--- config.mk ---
export PLATFORM = sky130hd
export DESIGN_NAME = swervolf_uart_sel
export DESIGN_NICKNAME = d
export VERILOG_FILES = /design/src/rtl/swervolf_uart_sel.sv
export SDC_FILE = /design/constraint.sdc
export NUM_CORES = 1
export LEC_CHECK = 0
export ABC_AREA = 1
export BUFFER_PORTS_ARGS = -buffer_cell sky130_fd_sc_hd__buf_2
export CELL_PAD_IN_SITES_DETAIL_PLACEMENT = 0
export CELL_PAD_IN_SITES_GLOBAL_PLACEMENT = 1
export CORE_UTILIZATION = 45
export CTS_CLUSTER_SIZE = 16
export DETAILED_ROUTE_END_ITERATION = 16
export GPL_TIMING_DRIVEN = 0
export PLACE_DENSITY = 0.88
export RECOVER_POWER = 100
export SYNTH_ARGS = -nofsm -noshare
export SYNTH_HDL_FRONTEND = slang
export SYNTH_SLANG_ARGS = --single-unit
--- constraint.sdc ---
create_clock -name clk -period 1.9 [get_ports clk]
set_clock_uncertainty 0.2 [all_clocks]
set_input_delay 0.095 -clock clk [delete_from_list [all_inputs] [get_ports clk]]
set_output_delay 0.095 -clock clk [all_outputs]
set_load 0.005 [all_outputs]
--- src/rtl/swervolf_uart_sel.sv ---
// rtl/swervolf_uart_sel.sv - glitch-free N-way UART TX selector that switches only between frames
module swervolf_uart_sel #(
  parameter int CHANNELS    = 2,
  parameter int SEL_W       = 1,
  parameter int IDLE_CYCLES = 4340,
  parameter int SYNC_STAGES = 2
) (
  input  logic                clk,
  input  logic                rstn,
  input  logic [SEL_W-1:0]    i_sel,
  input  logic [CHANNELS-1:0] i_tx,
  output logic                o_tx,
  output logic [SEL_W-1:0]    o_active,
  output logic                o_switching
);

  localparam int               CNT_W    = $clog2(IDLE_CYCLES + 1);
  localparam logic [CNT_W-1:0] CNT_MAX  = CNT_W'(IDLE_CYCLES);
  localparam logic [CNT_W-1:0] CNT_LAST = CNT_W'(IDLE_CYCLES - 1);
  localparam logic [SEL_W:0]   SEL_LIM  = (SEL_W + 1)'(CHANNELS);

  typedef enum logic [1:0] {RUN, DRAIN, QUIET} state_t;

  logic [SYNC_STAGES-1:0][SEL_W-1:0]    sel_sync;
  logic [SYNC_STAGES-1:0][CHANNELS-1:0] tx_sync;
  logic [SEL_W-1:0]                     sel_s;
  logic [CHANNELS-1:0]                  tx_s;

  // Idle-high reset on the TX synchronisers keeps o_tx quiet while they refill.
  always_ff @(posedge clk or negedge rstn) begin
    if (!rstn) begin
      sel_sync <= '0;
      tx_sync  <= '1;
    end else begin
      sel_sync <= {sel_sync[SYNC_STAGES-2:0], i_sel};
      tx_sync  <= {tx_sync[SYNC_STAGES-2:0], i_tx};
    end
  end

  assign sel_s = sel_sync[SYNC_STAGES-1];
  assign tx_s  = tx_sync[SYNC_STAGES-1];

  state_t              state, state_n;
  logic [SEL_W-1:0]    target, target_n;
  logic [SEL_W-1:0]    active_n;
  logic [CNT_W-1:0]    cnt, cnt_n, cnt_step;
  logic                tx_n;
  logic [2**SEL_W-1:0] tx_pad;
  logic                line;
  logic                sel_ok;
  logic                req;
  logic                cnt_done;

  // Unused select codes read as an idle line so the index is always in range.
  always_comb begin
    tx_pad                 = '1;
    tx_pad[CHANNELS-1:0]   = tx_s;
  end

  assign line     = tx_pad[o_active];
  assign sel_ok   = {1'b0, sel_s} < SEL_LIM;
  assign req      = sel_ok && (sel_s != o_active);
  assign cnt_done = line && (cnt == CNT_LAST);
  assign cnt_step = !line ? '0 : ((cnt == CNT_MAX) ? cnt : cnt + CNT_W'(1));

  always_ff @(posedge clk or negedge rstn) begin
    if (!rstn) begin
      state    <= RUN;
      o_active <= '0;
      target   <= '0;
      cnt      <= '0;
      o_tx     <= 1'b1;
    end else begin
      state    <= state_n;
      o_active <= active_n;
      target   <= target_n;
      cnt      <= cnt_n;
      o_tx     <= tx_n;
    end
  end

  always_comb begin
    state_n  = state;
    active_n = o_active;
    target_n = target;
    cnt_n    = cnt;
    tx_n     = o_tx;
    case (state)
      RUN: begin
        tx_n = line;
        if (req) begin
          target_n = sel_s;
          cnt_n    = '0;
          state_n  = DRAIN;
        end
      end
      DRAIN: begin
        tx_n  = line;
        cnt_n = cnt_step;
        if (sel_s == o_active) begin
          cnt_n   = '0;
          state_n = RUN;
        end else begin
          if (req) target_n = sel_s;
          // The old line has been idle long enough: hand over, but keep the output masked.
          if (cnt_done) begin
            active_n = req ? sel_s : target;
            cnt_n    = '0;
            state_n  = QUIET;
          end
        end
      end
      QUIET: begin
        tx_n  = 1'b1;
        cnt_n = cnt_step;
        if (req) begin
          active_n = sel_s;
          cnt_n    = '0;
        end else if (cnt_done) begin
          state_n = RUN;
        end
      end
      default: begin
        tx_n    = 1'b1;
        cnt_n   = '0;
        state_n = RUN;
      end
    endcase
  end

  assign o_switching = (state != RUN);

endmodule

# Yosys cells after proc, flatten, opt, wreduce, memory -nomap -nowiden
# Cells that the tools add are included.
dict set report totals {
  regBits 24
  word_cells 56
  output_inout_bits 3
  input_bits 5
}
dict set report op_classes {
  eq_ne 13
  n_addsub 1
  n_reduce_logical 9
  n_mux 23
  order_cmp 1
}
# op n
set op_table {}
lappend op_table {{$mux W13} 6}
lappend op_table {{$pmux W13 S3} 1}
lappend op_table {{$eq A13 B13 Y1 const B} 2}
lappend op_table {{$add A13 B1 Y13 const B} 1}
lappend op_table {{$ne A2 B2 Y1 const B} 6}
lappend op_table {{$mux W2} 5}
lappend op_table {{$mux W1} 8}
lappend op_table {{$reduce_and A4 Y1} 2}
lappend op_table {{$pmux W2 S3} 1}
lappend op_table {{$reduce_bool A2 Y1} 3}
lappend op_table {{$pmux W1 S2} 2}
lappend op_table {{$ne A3 B3 Y1 const B} 1}
lappend op_table {{$eq A2 B1 Y1 const B} 1}
lappend op_table {{$eq A2 B2 Y1 const B} 1}
lappend op_table {{$logic_not A2 Y1} 1}
lappend op_table {{$lt A1 B2 Y1 const B} 1}
lappend op_table {{$reduce_and A2 Y1} 1}
lappend op_table {{$reduce_or A2 Y1} 1}
lappend op_table {{$eq A1 B1 Y1} 1}
lappend op_table {{$logic_and A1 B1 Y1} 1}
lappend op_table {{$ne A1 B1 Y1} 1}

# Longest topological paths before layout
dict set report logic_depth {
  word_depth 6
  depth_mapped 11
  depth_no_buf 11
}

# Worst setup path before layout
# OpenSTA, ideal clock, no wires.
dict set report synth_path {
  kind {flip-flop to flip-flop}
  startpoint {register state[0]}
  endpoint {register cnt[2]}
  required_time_ns 1.569
  setup_slack_ns 0.363
  synth_period_minus_slack_ns 1.537
  arrival_ns 1.206
  n_path_buf 0
  path_stages_with_launch 10
  setup_time_ns 0.131
  cell_sequence {dfrtp_1 -> inv_1 -> ha_1 -> inv_1 -> nor2_4 -> inv_4 -> nand2_1 -> nor2_2 -> nand2_4 -> o22ai_2}
}
dict set report synth_between {
  elab_chain_cells 2
  word_cells_on_any_way 5
  cone_classes {3 x eq/ne; 1 x mux; 1 x reduce/logical}
}
# item line_no
set synth_lines {}
lappend synth_lines {{start, declared} 43} ;# state_t state, state_n;
lappend synth_lines {{start signal, assigned} 74} ;# state <= state_n;
lappend synth_lines {{$eq A2 B2 Y1 (tied with other cells)} 88} ;# case (state)
lappend synth_lines {{$pmux W13 S3 / $ne A2 B2 Y1 (equally long branches)} --}
lappend synth_lines {{end signal, assigned} 77} ;# cnt <= cnt_n;
lappend synth_lines {{end, declared} 46} ;# logic [CNT_W-1:0] cnt, cnt_n, cnt_step;
# Several ways; a longest one is shown, not always the timed one.
# A chain may end at the register's enable or synchronous reset.

# Worst setup path in the final report
dict set report layout_path {
  startpoint {register state[0]}
  endpoint {register state[0]}
}
dict set report layout_between {
  word_cells_on_any_way 9
  cone_classes {6 x eq/ne; 1 x mux; 2 x reduce/logical}
}
# item line_no
set layout_lines {}
lappend layout_lines {{$eq A2 B2 Y1 (tied with other cells)} 88}
lappend layout_lines {{$pmux W2 S3 *} 88}
lappend layout_lines {{net state_n[0]} 43}
# The timed path passes the listed nets; every way through them passes the cells marked *.

==> summary.md <==
| Metric | Value |
|---|---|
| Status | finished, final reports clean |
| Max-slew headroom | 0.1227 |
| Final ANT Viol Nets | 0 |
| Slew @ Worst Pin | 1316 ps |
| Ys flop type | dfrtp_1 |
| Share of flip-flops with an asynchronous set or reset | 1.000 |
| FF/Latch Area | about 600 µm² |
| Post-synth top area share | 0.3204 |
| Count leader, synth | nand2_1 |
| CTS Sinks | 24 |
| Crit path time final | 1749 ps |
| PortBufs | 7 |
| Max Slew Vio Count | 0 |
| F_max | 571.8 MHz |
| Max rail drop VDD | 0.0003895 V |
| Vias per std cell | 4.739 |
| Worst-skew pair later-pin latency | 320 ps |
| DP HPWL | ~2200 µm |
| Total length of routed wires | 2898 µm |
| Iteration-0 DRC count of the detailed router | 28 |
| Reg-to-Reg Start | state[0] |
| # Max-Cap Violations | 0 |
| Seq cells post-synth | 24 |
| Area grow syn2layout | 10.12% |
| Total CTS buffers | 3 |
| Register-to-Register Setup Slack | 150 ps |
| Core Footprint | 3103 µm² |
| Required @ worst endpoint | just under 2000 ps |
| Clk buf depth | 2 |
| Non-filler instance count after layout | 238 |
| Post-placement cell area | 1574 µm² |
| Site Rows | 20 |
| Crit path DAT | 1810 ps |
| CP startpoint | state[0] |
| Critical path startpoint category | flop |
| Cell at the root of the clock tree | clkbuf_4 |
| CP endpoint kind | flop |
| Hold WC Path Type | reg2reg |
| Worst-path fanout max | 10 |
| Die ar. | 3531 µm² |
| Die height | around 60 µm |
| Worst r2r dst | state[0] |
| Synthesized area | ~1500 µm² |
| Multi-input logic area | a little over 700 µm² |
| Setup Viol. Count Final | 0 |
| Grt ovf | 0 |
| Setup bufs post-CTS | 0 |
| Avg Inst Size Synth | approximately 8.3 µm² |
| Final net count | 205 |
| Largest net degree at the start of global routing | 25 |
| Drt drc | 0 |
| GP Congestion | 0.8117 |
| Hold_buf cts | 4 |
| H-tree levels | 1 |
| Post-route clock period utilization | 0.9205 |
| CP Class | reg2reg |
| Commonest cells post-synth | nand2_1 (36), inv_1 (22), dfrtp_1 (19) |
| Starting Density | 0.4782 |
| Reg2Reg Depth | 9 |
| Number of synthesized flops with an enable pin | 0 |
| Post-synth top area cell | dfrtp_1 |
| Total number of yosys warnings | 0 |
| Part of the Yosys area used for sequential elements | 0.4089 |
| Die W | around 59 µm |
| GRT Resource Usage Total | 0.1898 |
| Synth top area cells | dfrtp_1 (32%), nand2_1 (9.1%), dfstp_2 (8.9%) |
| CP endpoint | state[0] |
| Pwr dens | 1111 nW/µm² |
| Antenna cells | 0 |
| Syn_nets | 189 |
| Netlist cell types | 26 |
| RSZ-0062 raised after global routing | false |
| Number of global-route vias before repair | 1,128 |
| CTS tree | built |
| DR vias | ~1.1k |
| Layout fillers | 325 |
| Final hold viol count | 0 |
| P_leak | 0.0007587 µW |
| Final TNS setup | 0 ps |
| DR WL/cell | 12.18 µm |
| Clock Pin Slew Worst Setup and Hold Paths | 140 ps |
| First drt pass iteration count | 4 |
| Mapped Cells | 179 |
| Total power | 1816 µW |
| Placed cell count | 230 |
| Boundary pin count | 8 |
| First-pass GRT wire length | ~5000 µm |
| Ratio of cells with drive above 1 in the final layout | 0.2629 |
| Post-CTS resize count | 0 |
| Initial antenna violation count | 0 |
| Final core occ | 0.5266 |
| Final instance area | 1634 µm² |
power breakdown:
group | internal [µW] | switching [µW]
clock | 213 | 169
combinational | 269 | 518
sequential | 593 | 53.9
logic make-up (layout without fill, tap and decap cells):
group,after synthesis,after routing,share of synthesized area
buf+inv,33,48,0.09022
compound gates,27,27,0.1307
simple gates,83,83,0.2867
fa+ha+maj,5,5,0.04216
xor+xnor,7,7,0.04132
flops,24,24,0.4089
critical path: stages, from the launching register on:
cell	delay [ps]
dfrtp_1	430
inv_1	90
ha_1	160
inv_1	90
nor2_4	230
inv_4	50
clkbuf_4	210
nand3_4	110
nand2_1	50
o21ai_1	60
stage by stage:
step                hold WS [ps]  setup WS, ps
finish                     166.5         151.1
global route               166.0         28.90
CTS                        86.26         154.5
detailed placement        -88.21         182.7
global placement          -96.92         191.6
floorplan                 -400.6         363.2
how the worst min path moves through the flow:
| stage | start | to | slack (ps) | depth (start not counted) |
|---|---|---|---|---|
| 6_report | tx_sync[1] | tx_pad[1] | 170 | 0 |
| 5_1_grt | tx_sync[0] | tx_pad[0] | 170 | 0 |
| 4_1_cts | rstn | target | 90 | 2 |
| 3_5_place_dp | rstn | target | -90 | 1 |
| 3_3_place_gp | rstn | target | -100 | 1 |
| 2_1_floorplan | rstn | cnt[0] | -400 | 0 |
routing by layer:
layer | track usage | wire length, µm
met5 | 0 | 0
met4 | 0.07823 | 62
met3 | 0.02183 | 55
met2 | 0.3307 | 1424
met1 | 0.2368 | 1357
placed cells by master (no fill, tap or decap), drive strengths merged, types with 6 or more instances in the layout:
master	synthesis	layout
a21oi	7	7
nand2	46	46
nor2	19	19
dfrtp	19	19
nand3	15	15
o21ai	15	15
buf	1	6
inv	32	32
xor2	7	7
state kept, by name, summed over array words and instances (netlist names):
register  flops
cnt          13
o_active      1
o_tx          1
sel_s         1
sel_sync      1
state         2
target        1
tx_pad        2
tx_sync       2
cell type report:
cell class,instances,area share
clock inverter,1,0.01838
inverter,32,0.07504
buffer,1,0.004594
clock buffer,3,0.01378
timing repair buffer,11,0.04518
multi-input combinational,122,0.4380
tap,44,0.03369
sequential,24,0.3714
No activity file was read; power rests on OpenSTA's default activity.
